## src/rtl/emu_clk_osc.sv

```systemverilog
`default_nettype none
// ============================================================================
// Module      : emu_clk_osc
// Description : Emulated-time clock oscillator. Produces a clock whose low and
//               high phases last t_lo / t_hi units of emulated time. Each
//               emulator cycle it requests the time left in the current phase
//               (dt_req) from the timestep arbiter. It consumes the granted
//               emu_dt and toggles when the phase budget reaches zero.
// Ports       : clk_i       emulator clock (rising edge)
//               rst_n_i     synchronous active-low reset
//               en_i        oscillator enable
//               t_lo, t_hi  low / high phase durations (DT_SCALE units)
//               emu_dt      granted timestep for this cycle
//               dt_req      requested timestep (remaining phase time)
//               clk_o       emulated clock
//               rise_o      one-cycle pulse on the 0->1 edge of clk_o
//               fall_o      one-cycle pulse on the 1->0 edge of clk_o
//               emu_time_o  accumulated emulated time
//               err_o       sticky error: a grant exceeded the request
// Revision    : 1.0 - initial release
// ============================================================================
module emu_clk_osc #(
  parameter int unsigned         DT_WIDTH   = 32,
  parameter int unsigned         TIME_WIDTH = 64,
  parameter logic [DT_WIDTH-1:0] DT_MAX     = {DT_WIDTH{1'b1}}
) (
  input  logic                  clk_i,
  input  logic                  rst_n_i,
  input  logic                  en_i,
  input  logic [DT_WIDTH-1:0]   t_lo,
  input  logic [DT_WIDTH-1:0]   t_hi,
  input  logic [DT_WIDTH-1:0]   emu_dt,
  output logic [DT_WIDTH-1:0]   dt_req,
  output logic                  clk_o,
  output logic                  rise_o,
  output logic                  fall_o,
  output logic [TIME_WIDTH-1:0] emu_time_o,
  output logic                  err_o
);

  localparam logic [DT_WIDTH-1:0] C_ONE = DT_WIDTH'(1);

  typedef enum logic [1:0] {
    IDLE = 2'd0,
    LO   = 2'd1,
    HI   = 2'd2
  } state_t;

  state_t              state, state_nx;
  logic [DT_WIDTH-1:0] remaining, remaining_nx;
  logic                clk_nx, rise_nx, fall_nx, err_nx;
  logic [DT_WIDTH-1:0] eff_lo, eff_hi;

  // Zero durations become one unit so a running oscillator never stalls.
  assign eff_lo = (t_lo == '0) ? C_ONE : t_lo;
  assign eff_hi = (t_hi == '0) ? C_ONE : t_hi;

  assign dt_req = ((state == LO) || (state == HI)) ? remaining : DT_MAX;

  always_comb begin
    state_nx     = state;
    remaining_nx = remaining;
    clk_nx       = clk_o;
    rise_nx      = 1'b0;
    fall_nx      = 1'b0;
    err_nx       = err_o;
    case (state)
      IDLE: begin
        clk_nx = 1'b0;
        if (en_i) begin
          state_nx     = LO;
          remaining_nx = eff_lo;
        end
      end
      LO: begin
        // remaining is never zero here, so a zero grant simply holds it.
        if (emu_dt < remaining) begin
          remaining_nx = remaining - emu_dt;
        end else begin
          if (emu_dt > remaining) err_nx = 1'b1;
          if (en_i) begin
            state_nx     = HI;
            clk_nx       = 1'b1;
            rise_nx      = 1'b1;
            remaining_nx = eff_hi;
          end else begin
            // Disabled: the pending rise is dropped and we park low.
            state_nx     = IDLE;
            clk_nx       = 1'b0;
            remaining_nx = '0;
          end
        end
      end
      HI: begin
        if (emu_dt < remaining) begin
          remaining_nx = remaining - emu_dt;
        end else begin
          if (emu_dt > remaining) err_nx = 1'b1;
          clk_nx  = 1'b0;
          fall_nx = 1'b1;
          if (en_i) begin
            state_nx     = LO;
            remaining_nx = eff_lo;
          end else begin
            state_nx     = IDLE;
            remaining_nx = '0;
          end
        end
      end
      default: begin
        state_nx     = IDLE;
        clk_nx       = 1'b0;
        remaining_nx = '0;
      end
    endcase
  end

  always_ff @(posedge clk_i) begin
    if (!rst_n_i) begin
      state      <= IDLE;
      remaining  <= '0;
      clk_o      <= 1'b0;
      rise_o     <= 1'b0;
      fall_o     <= 1'b0;
      err_o      <= 1'b0;
      emu_time_o <= '0;
    end else begin
      state      <= state_nx;
      remaining  <= remaining_nx;
      clk_o      <= clk_nx;
      rise_o     <= rise_nx;
      fall_o     <= fall_nx;
      err_o      <= err_nx;
      // Emulated time advances in every state and wraps naturally.
      emu_time_o <= emu_time_o + TIME_WIDTH'(emu_dt);
    end
  end

endmodule
`default_nettype wire

```

## config.mk

```make
export PLATFORM = sky130hd
export DESIGN_NAME = emu_clk_osc
export DESIGN_NICKNAME = d
export VERILOG_FILES = /design/src/rtl/emu_clk_osc.sv
export SDC_FILE = /design/constraint.sdc
export NUM_CORES = 1
export LEC_CHECK = 0
export ABC_AREA = 1
export CORE_MARGIN = 3
export CORE_UTILIZATION = 30
export CTS_CLUSTER_DIAMETER = 150
export CTS_CLUSTER_SIZE = 40
export DETAILED_ROUTE_END_ITERATION = 8
export GPL_TIMING_DRIVEN = 0
export PLACE_DENSITY_LB_ADDON = 0.1
export SLEW_MARGIN = 25
export SYNTH_ARGS = -nofsm -noshare
export SYNTH_HDL_FRONTEND = slang
export SYNTH_SLANG_ARGS = --single-unit
```

## constraint.sdc

```tcl
create_clock -name clk_i -period 2.3 [get_ports clk_i]
set_input_delay 0.46 -clock clk_i [delete_from_list [all_inputs] [get_ports clk_i]]
set_output_delay 0.46 -clock clk_i [all_outputs]
set_load 0.05 [all_outputs]
```

# Word level (Yosys, flattened, before mapping)
# Cells that the tools add are included.
totals:
  ff_bits: 102
  word_cells: 49
op_classes:
  n_addsub: 2
  magnitude_cmp: 2
  eq_ne: 5
  n_mux: 20
  bitwise_logic: 3
  n_reduce_logical: 10
op_table:
  columns: ["cell", "n"]
  rows:
  - ["$mux 32", 8]
  - ["$pmux 32 s3", 1]
  - ["$add 64x32->64", 1]
  - ["$logic_not 32->1", 2]
  - ["$gt 32x32->1", 1]
  - ["$lt 32x32->1", 1]
  - ["$sub 32x32->32", 1]
  - ["$mux 2", 4]
  - ["$ne 2x2->1 const B", 3]
  - ["$pmux 2 s3", 1]
  - ["$reduce_and 3->1", 2]
  - ["$mux 1", 5]
  - ["$reduce_and 2->1", 2]
  - ["$not 1->1", 3]
  - ["$reduce_or 3->1", 1]
  - ["$eq 2x1->1 const B", 1]
  - ["$eq 2x2->1 const B", 1]
  - ["$logic_not 2->1", 1]
  - ["$pmux 1 s2", 1]
  - ["$reduce_or 2->1", 1]
  - ["$logic_or 1x1->1", 1]

# Depth between registers and ports, before layout
# Gate-level depths: netlist of run 1.
logic_depth:
  depth_word: 5
  mapped_depth: 20

# Worst setup path before layout of run 1
# OpenSTA, ideal clock, no wires.
synth_timing:
  path_kind: "reg-to-reg"
  from: "reg emu_time_o[0]"
  to: "reg emu_time_o[62]"
  arrival_time_ns: 2.412
  slack_ns: -0.229
  path_stages_with_launch: 14
  n_path_buf: 0
  period_less_slack_ns: 2.529
  cell_sequence: "dfxtp_1 -> ha_1 -> inv_1 -> fa_1 -> inv_1 -> nand3_1 -> nand2_1 -> a21oi_1 -> o21ai_0 -> nand3_1 -> nand3_1 -> nand3_1 -> nand2_1 -> nor2_1"
synth_between:
  elab_chain_cells: 1
synth_lines:
  columns: ["item", "line", "rtl"]
  rows:
  - ["from (decl)", "37", "output logic [TIME_WIDTH-1:0] emu_time_o,"]
  - ["from (signal assigned)", "135", "emu_time_o <= emu_time_o + TIME_WIDTH'(emu_dt);"]
  - ["$add 64x32->64", "135", null]
# Every way passes these cells.
# A chain may end at the register's enable or synchronous reset.

# Worst setup path after layout of run 1
layout_timing:
  from: "reg remaining[0]"
  to: "reg remaining[19]"
layout_between:
  elab_chain_cells: 3
  elab_cells_between_ends: 5
layout_lines:
  columns: ["item", "line", "rtl"]
  rows:
  - ["from (decl)", "50", "logic [DT_WIDTH-1:0] remaining, remaining_nx;"]
  - ["from (signal assigned)", "129", "remaining <= remaining_nx;"]
  - ["$sub 32x32->32 / $lt 32x32->1 (equally long branches)", null, null]
  - ["$mux 32 (on tied branches)", "95, 77", null]
  - ["$pmux 32 s3 (*)", "67", "case (state)"]
# Mark *: on every way between the ends. The rest lies on a longest branch, timed or not.

==> results.py, run 1 <==
metrics = {
    "route": {
        "dr.pass1.iters": 5,
        "drc": 0,
        "drt_iter0_markers": 602,
        "ant_nets": 0,
        "wl_per_cell_um": 18.02,
        "viasPerCell": 4.824,
        "wl_um": 47160,
        "vias": 12630,
    },
    "setup_path": {
        "critical_path.max_fanout": 5,
        "worstPathRequired_ns": 2.52,
        "crit_type": "reg -> reg",
        "worstPathArrival_ns": 2.64,
        "crit_path_end_kind": "flop",
        "startpoint_type": "flop",
    },
    "logic_synthesis": {
        "synth_sequential_area_ratio": 0.1919,
        "postSynthCellCount": 1896,
        "netlist_area_mm2": 0.01064,
        "ys_seq_elements": 102,
        "syn_avg_cell_area_um2": 5.613,
        "synth_edf_count": 0,
        "async_flop_share": 0,
        "synth_cell_types": 48,
        "yosys_warnings": 0,
        "synth_flop_cell": "dfxtp_1",
        "synth.net_count": 2065,
    },
    "power": {
        "finalPower_w": 0.01288,
        "p_per_area_mw_per_mm2": 834.9,
        "power_switching_w": 0.006761,
        "leakagePower_nw": 6.900,
        "p_sw_frac": 0.5249,
        "p_seq_frac": 0.190,
        "clock_power_share": 0.130,
        "internal_power_w": 0.006120,
        "pwr-share-comb": 0.680,
        "ir_drop_uv": 365.7,
    },
    "floorplan": {
        "num_io_pins": 199,
        "fp-row-count": 68,
        "dieHeight_um": 194.4,
        "core-area_mm2": 0.03471,
        "dieArea_mm2": 0.03777,
        "dieWidth_um": 194.4,
        "initial_core_util": 0.3066,
    },
    "outcome": {
        "failed_checks": "setup timing",
        "outcome": "finished, violations left",
    },
    "hold_path": {
        "hold_class": "reg -> reg",
    },
    "clocking": {
        "numCtsBuffers": 9,
        "clk_latency_ns": 0.37,
        "htreeDepth": 3,
        "cts.clk_slew.worst_paths_ns": 0.08,
        "cts_tree": "done",
        "cts_hold_buf": 0,
        "ctsRootBufferMaster": "clkbuf_16",
        "cts.sinks": 102,
        "ctsLongestPathBuffers": 2,
    },
    "timing": {
        "finalCritPeriodShare": 1.056,
        "max_slew.worst_pin.slew_ns": 0.9712,
        "finalHoldViolCount": 0,
        "skew_ns": 0.01351,
        "rsz0062_at_grt": "true",
        "timing.fmax_ghz": 0.4118,
        "maxSlewHeadroom": 0.3525,
        "slew_violations": 0,
        "setup_viol": 31,
        "post-route-min-period_ns": 2.428,
        "fin_ws_ns": -0.1281,
    },
    "global_routing": {
        "grt_use_total": 0.2414,
        "antenna_found_initial": 1,
        "grt_pass1_vias": 12640,
        "grt_remaining_overflow": 0,
        "use_met3": 0.03120,
        "grt_max_degree": 17,
        "use_met1": 0.2879,
        "use_met2": 0.4296,
        "busiest_layer": "met2",
        "grt_pass1_wl_um": 71140,
    },
    "placement": {
        "hpwl_um": 38980,
        "pre_cts_slack_ns": -1.304,
        "io_buffers": 197,
        "place_area_mm2": 0.01323,
        "post-place-cells": 2548,
        "gp_congestion": 0.9439,
    },
    "final_layout": {
        "final_common_cell": "nand2_1",
        "final_area_mm2": 0.01543,
        "nets": 2326,
        "fin_cells": 2617,
        "drive_above_1_share": 0.2291,
        "final_cell_mix": "nand2_1 (484), inv_1 (317), nor2_1 (158)",
        "syn_to_final_growth_pct": 44.96,
    },
    "flow_run": {
        "cap_violations": 0,
    },
}
[cell families (layout without fill, tap and decap cells)]
| kind of cell | Yosys count | after routing | synth area share |
|---|---|---|---|
| xor+xnor | 19 | 19 | 0.01564 |
| compound gates | 301 | 301 | 0.1595 |
| other cells | 0 | 1 | 0 |
| fa+ha+maj | 70 | 70 | 0.08371 |
| buf+inv | 371 | 636 | 0.1352 |
| flops | 102 | 102 | 0.1919 |
| simple gates | 1033 | 1033 | 0.4141 |
[worst paths after layout]
path,startpoint,endpoint,slack [ns],depth (start not counted)
worst max-delay path,remaining[0],remaining[19],-0.13,19
worst max register to register,remaining[0],remaining[19],-0.13,19
worst min register to register,err_o,err_o,0.49,1
worst min-delay path,err_o,err_o,0.49,1
[power groups by stage]
stage                     Sequential, W  Combinational, W  Clock (W)
after floorplan                 0.00313           0.00401          0
after global placement          0.00244           0.00723          0
after global routing            0.00249           0.00944    0.00179
after detailed placement        0.00244           0.00724          0
after CTS                       0.00244           0.00805    0.00174
final                           0.00245           0.00875    0.00168
[final cells by class]
cell class              count  area (um^2)
multi-input cells        1423         8504
flip-flops and latches    102         2056
fillers                  3779        19290
inverters                 336         1269
diodes                      1        2.502
repair buffers            251         2504
clock buffers              10        239.0
clock inverters             5        60.06
well taps                 455        569.3
plain buffers              34        224.0
[Yosys cell counts (10+ instances only)]
library cell / count / area (um^2)
a21oi_1: 143 / 715.7
a21oi_2: 20 / 175.2
clkbuf_1: 23 / 86.33
dfxtp_1: 102 / 2042
ha_1: 68 / 850.8
inv_1: 332 / 1246
nand2_1: 607 / 2278
nand2_2: 21 / 131.4
nand3_1: 91 / 455.4
nand4_1: 35 / 219.0
nor2_1: 180 / 675.7
nor3_1: 25 / 125.1
o21a_1: 10 / 75.07
o21ai_0: 83 / 415.4
o22ai_1: 17 / 106.4
or2_2: 34 / 212.7
xor2_1: 13 / 113.9
[per-layer routing]
layer	vias up	part of all wire
met5	-	0
met4	0	0.047
met3	83	0.035
met2	283	0.49
met1	5734	0.42
li1	6525	-
[through the flow]
stage / hold slack (ns) / TNS, ns / utilization
floorplan: 0.4565 / 0 / -
global placement: 0.4663 / -99.55 / 0.3811
finish: 0.4854 / -2.163 / 0.4444
global route: 0.4944 / -7.024 / 0.4444
CTS: 0.4783 / -1.153 / 0.4237
detailed placement: 0.4720 / -99.97 / 0.3811
[flip-flops by register name, indices dropped and copies added, names as in the netlist]
name and cells:
rise_o 1, clk_o 1, state 2, err_o 1
fall_o 1, remaining 32, emu_time_o 64
[timing repair]
action	4_1_cts	5_1_grt
setup endpoints to repair	121	98
cloned	4	0
pin swaps	50	41
gates resized for setup	472	205
setup buffers	33	17
[worst max-delay path, stage by stage, from the launching register on]
cell     delay, ns
dfxtp_2       0.33
inv_2         0.05
ha_4          0.16
fa_2          0.40
inv_2         0.07
nand3_2       0.06
nand2_2       0.08
nand2_2       0.05
nand2_2       0.08
nand2_2       0.05
nand2_2       0.08
nand2_4       0.08
a21oi_4       0.19
buf_6         0.14
buf_6         0.13
nand2_2       0.05
nand2_2       0.06
nand2_2       0.06
nand2_2       0.09
a21oi_2       0.06
Power figures use the tool's default switching activity.
==> run 2, diff against run 1 <==
--- a/config.mk
+++ b/config.mk
@@ -7,10 +7,11 @@
 export LEC_CHECK = 0
 export ABC_AREA = 1
 export CORE_MARGIN = 3
-export CORE_UTILIZATION = 30
+export CORE_UTILIZATION = 60
 export CTS_CLUSTER_DIAMETER = 150
 export CTS_CLUSTER_SIZE = 40
 export DETAILED_ROUTE_END_ITERATION = 8
+export DONT_BUFFER_PORTS = 1
 export GPL_TIMING_DRIVEN = 0
 export PLACE_DENSITY_LB_ADDON = 0.1
 export SLEW_MARGIN = 25
==> run 2 against run 1 <==
  * The flow still finishes with violations (setup timing)
  * Non-clock buffer count is 210 lower
  * Routed wire length down 7.4%
  * Combinational power down 17%
  * Via count grew 3.8%
  * Hold slack lost 0.18 ns
==> results.py, run 2 (synthesis gave the netlist of run 1 again) <==
metrics = {
    "route": {
        "dr.pass1.iters": 6,
        "wl_per_cell_um": 20.07,
        "wl_met3_um": 4288,
        "wl_um": 43690,
        "route.met2.wl_um": 20760,
        "viasPerCell": 6.019,
        "drt_iter0_markers": 1128,
        "ant_nets": 0,
        "vias": 13100,
        "met1Wirelength_um": 14840,
        "drc": 0,
        "top_layer": "met4",
    },
    "floorplan": {
        "num_io_pins": 199,
        "dieHeight_um": 139.2,
        "dieArea_mm2": 0.01937,
        "core-area_mm2": 0.01736,
        "dieWidth_um": 139.2,
        "initial_core_util": 0.6132,
        "fp-row-count": 48,
    },
    "global_routing": {
        "antenna_found_initial": 0,
        "grt_pass1_wl_um": 61910,
        "grt_pass1_vias": 11860,
        "grt_remaining_overflow": 0,
        "grt_max_degree": 20,
        "grt_use_total": 0.4023,
    },
    "timing": {
        "maxSlewHeadroom": 0.3281,
        "setup_viol": 53,
        "timing.fmax_ghz": 0.4094,
        "max_slew.worst_pin.slew_ns": 1.008,
        "finalHoldViolCount": 0,
        "post-route-min-period_ns": 2.443,
        "fin_ws_ns": -0.1429,
        "rsz0062_at_grt": "true",
        "skew_ns": 0.01231,
        "slew_violations": 0,
        "finalCritPeriodShare": 1.062,
    },
    "power": {
        "ir_drop_uv": 467.7,
        "finalPower_w": 0.01247,
        "p_per_area_mw_per_mm2": 928.5,
        "leakagePower_nw": 6.117,
    },
    "clocking": {
        "clk_latency_ns": 0.37,
        "htreeDepth": 3,
        "cts_hold_buf": 0,
        "cts.clk_slew.worst_paths_ns": 0.08,
        "ctsLongestPathBuffers": 2,
        "cts.sinks": 102,
        "ctsRootBufferMaster": "clkbuf_16",
        "numCtsBuffers": 9,
        "cts_tree": "done",
    },
    "placement": {
        "io_buffers": 0,
        "post-place-cells": 2121,
        "hpwl_um": 32150,
        "pre_cts_slack_ns": -0.7613,
        "gp_congestion": 0.9847,
    },
    "final_layout": {
        "diodes": 0,
        "fill_cells": 1318,
        "final_cell_mix": "nand2_1 (486), inv_1 (325), nor2_1 (155)",
        "multi_input_area_mm2": 0.008712,
        "syn_to_final_growth_pct": 26.16,
        "reg_top3": "emu_time_o: 64 flops, remaining: 32 flops, state: 2 flops",
        "seq_area_mm2": 0.002205,
        "drive_above_1_share": 0.2613,
        "nets": 2116,
        "final_util": 0.7736,
        "largest-register": "emu_time_o",
        "fin_cells": 2177,
        "largest_reg_flops": 64,
        "final_common_cell": "nand2_1",
    },
    "setup_path": {
        "r2r_start": "emu_time_o[0]",
        "worstPathRequired_ns": 2.55,
        "critical_path.max_fanout": 6,
        "worstPathArrival_ns": 2.69,
        "crit_path_end_kind": "flop",
        "crit_type": "reg -> reg",
        "crit_path_start": "emu_time_o[0]",
        "startpoint_type": "flop",
    },
    "outcome": {
        "failed_checks": "setup timing",
        "outcome": "finished, violations left",
    },
    "flow_run": {
        "cap_violations": 0,
    },
    "hold_path": {
        "hold_class": "in -> reg",
        "worstHoldStart": "emu_dt[19]",
    },
}
run 2: timing repair:
item | in CTS | in global routing
buffers inserted | 18 | 19
gates resized for setup | 216 | 306
endpoints found under the setup margin | 117 | 112
pin swaps | 21 | 59
cloned | 2 | 3
hold endpoints to repair | 0 | 0
run 2: layout make-up:
| type | instances | area share |
|---|---|---|
| tap | 225 | 0.02097 |
| multi-input combinational | 1423 | 0.6489 |
| inverter | 336 | 0.09515 |
| timing repair buffer | 41 | 0.03019 |
| buffer | 34 | 0.01640 |
| sequential | 102 | 0.1642 |
| clock inverter | 6 | 0.006430 |
| clock buffer | 10 | 0.01780 |
run 2: worst paths after layout:
kind | end | slack [ns] | depth (start not counted)
min reg2reg | remaining[19] | 0.50 | 2
min | emu_time_o[19] | 0.31 | 2
max | emu_time_o[29] | -0.14 | 15
max reg2reg | emu_time_o[29] | -0.14 | 15
run 2: per-layer routing:
metal,global-route usage,up-vias
met5,0,-
met4,0.2472,0
met3,0.09793,265
met2,0.7093,838
met1,0.4327,5904
li1,-,6096
run 2: where the power goes:
group	internal (W)	total, W	switching, W
combinational	0.00251	0.00724	0.00473
clock	0.000909	0.00174	0.000830
sequential	0.00223	0.00348	0.00125
run 2: critical path, cell delays in order (launching register included):
cell and delay (ns):
dfxtp_4 0.42, ha_4 0.18, buf_4 0.13, buf_4 0.14, nand3_1 0.07, nand2_2 0.12
a21oi_2 0.17, inv_1 0.11, nand2_1 0.08, nand2_2 0.09, nand2_1 0.08, nand2_1 0.14
nand2_1 0.11, nand2_1 0.13, o21ai_0 0.27, a21oi_1 0.07
run 2: metrics by stage:
stage | cell area [um^2] | hold slack [ns] | setup TNS (ns)
floorplan | 10690 | 0.4565 | 0
global placement | 10970 | 0.4673 | -27.68
detailed placement | 10970 | 0.4765 | -31.11
CTS | 12090 | 0.3058 | -0.4860
global route | 13430 | 0.3237 | -9.125
finish | 13430 | 0.3053 | -3.961
==> run 3, diff against run 2 <==
--- a/config.mk
+++ b/config.mk
@@ -6,7 +6,7 @@
 export NUM_CORES = 1
 export LEC_CHECK = 0
 export ABC_AREA = 1
-export CORE_MARGIN = 3
+export CORE_MARGIN = 2
 export CORE_UTILIZATION = 60
 export CTS_CLUSTER_DIAMETER = 150
 export CTS_CLUSTER_SIZE = 40
==> run 3 against run 2 <==
  * The flow still finishes with violations (setup timing)
  * Critical endpoint is now remaining[16]
  * Largest cell class unchanged
  * Hold slack worse by 0.015 ns
  * Critical path depth up 4
  * First-iteration DRC count down 7.5%
  * Power down 2.0%
  * Maximum frequency up 0.84%
  * Setup slack better by 0.020 ns
  * Routed wire length down 3.1%
  * Non-clock buffer count up 2
  * Clock skew up 0.0018 ns
==> results.py, run 3 (synthesis gave the netlist of run 1 again) <==
metrics = {
    "placement": {
        "hpwl_um": 31830,
        "place_area_mm2": 0.01097,
        "io_buffers": 0,
        "gp_congestion": 1.009,
    },
    "final_layout": {
        "largest-register": "emu_time_o",
        "final_area_mm2": 0.01334,
        "drive_above_1_share": 0.2513,
        "nets": 2118,
        "syn_to_final_growth_pct": 25.37,
        "diodes": 0,
        "final_common_cell": "nand2_1",
        "largest_reg_flops": 64,
        "reg_top3": "emu_time_o: 64 flops, remaining: 32 flops, state: 2 flops",
        "final_cell_mix": "nand2_1 (491), inv_1 (325), nor2_1 (154)",
    },
    "timing": {
        "fin_ws_ns": -0.1225,
        "post-route-min-period_ns": 2.422,
        "slew_violations": 0,
        "finalCritPeriodShare": 1.053,
        "max_slew.worst_pin.slew_ns": 0.9094,
        "timing.fmax_ghz": 0.4128,
        "holdWs_ns": 0.2899,
        "skew_ns": 0.01410,
        "setup_viol": 33,
        "maxSlewHeadroom": 0.3937,
        "finalHoldViolCount": 0,
        "rsz0062_at_grt": "true",
    },
    "floorplan": {
        "dieArea_mm2": 0.01882,
        "initial_core_util": 0.6153,
        "num_io_pins": 199,
        "dieWidth_um": 137.2,
        "dieHeight_um": 137.2,
        "fp-row-count": 48,
        "core-area_mm2": 0.01730,
    },
    "setup_path": {
        "crit_path_end_kind": "flop",
        "critical_path.max_fanout": 6,
        "worstPathArrival_ns": 2.65,
        "startpoint_type": "flop",
        "crit_type": "reg -> reg",
        "worstPathRequired_ns": 2.52,
    },
    "route": {
        "drt_iter0_markers": 1043,
        "ant_nets": 0,
        "viasPerCell": 5.903,
        "dr.pass1.iters": 6,
        "wl_um": 42340,
        "drc": 0,
        "vias": 12860,
        "wl_per_cell_um": 19.43,
    },
    "power": {
        "leakagePower_nw": 6.097,
        "p_per_area_mw_per_mm2": 915.5,
        "ir_drop_uv": 787.3,
    },
    "clocking": {
        "numCtsBuffers": 9,
        "cts.sinks": 102,
        "cts_tree": "done",
        "cts.clk_slew.worst_paths_ns": 0.09,
        "htreeDepth": 3,
        "ctsLongestPathBuffers": 2,
        "clk_latency_ns": 0.37,
        "ctsRootBufferMaster": "clkbuf_16",
        "cts_hold_buf": 0,
    },
    "flow_run": {
        "cap_violations": 0,
    },
    "outcome": {
        "failed_checks": "setup timing",
        "outcome": "finished, violations left",
    },
    "global_routing": {
        "grt_pass1_wl_um": 59990,
        "grt_max_degree": 20,
        "grt_pass1_vias": 11590,
        "antenna_found_initial": 1,
        "grt_remaining_overflow": 0,
        "grt_use_total": 0.4216,
    },
    "hold_path": {
        "hold_class": "in -> reg",
    },
}
==> run 3: metal layers <==
metal / track usage / wire length, um
met1: 0.4643 / 15180
met2: 0.7184 / 19930
met3: 0.1052 / 4133
met4: 0.2784 / 3103
met5: 0 / 0
==> run 3: through the flow <==
stage	setup TNS (ns)	power [W]	setup slack, ns	utilization	cells
floorplan	0	0.007139	0.003553	-	1896
global placement	-29.09	0.008463	-0.5799	0.6343	2121
detailed placement	-30.71	0.008524	-0.6031	0.6343	2121
CTS	-0.4295	0.01104	-0.04846	0.7122	2163
global route	-8.229	0.01274	-0.2357	0.7714	2179
finish	-2.145	0.01221	-0.1225	0.7714	2179
==> run 3: timing repair <==
action	4_1_cts	5_1_grt
setup endpoints to repair	116	113
pin swaps	49	48
setup buffers	25	14
resized for setup	255	237
cloned	2	2
==> run 3: critical path, cell delays in order, from the launching register on <==
cell	delay (ns)
dfxtp_2	0.34
inv_2	0.05
ha_4	0.15
fa_2	0.35
inv_2	0.08
nand3_2	0.06
nand2_2	0.08
nand2_2	0.05
nand2_2	0.09
nand2_2	0.06
nand2_2	0.08
nand2_4	0.08
a21oi_4	0.17
buf_12	0.15
buf_12	0.14
nand2_4	0.05
nand2_4	0.07
nand2_2	0.06
nand2_2	0.08
a21oi_2	0.05
==> run 3: layout make-up <==
type	count	area, um^2
Tap cell	225	281.5
Sequential cell	102	2197
Clock buffer	10	229.0
Buffer	34	221.5
Clock inverter	6	63.81
Timing Repair Buffer	43	412.9
Multi-Input combinational cell	1423	8668
Inverter	336	1269
Fill cell	1399	3954
==> run 3: final timing paths <==
path	startpoint	to	slack, ns	cells past startpoint
min reg2reg	remaining[0]	remaining[0]	0.49	2
max	remaining[0]	remaining[16]	-0.12	19
max reg2reg	remaining[0]	remaining[16]	-0.12	19
min	emu_dt[0]	emu_time_o[0]	0.29	3
==> run 3: report_power, final <==
part | internal, W | switching [W] | total [W] | leakage (nW)
logic | 0.00254 | 0.00458 | 0.00712 | 5.09
clock network | 0.000772 | 0.000860 | 0.00163 | 0.140
registers | 0.00224 | 0.00123 | 0.00347 | 0.871
total | 0.00555 | 0.00667 | 0.0122 | 6.10
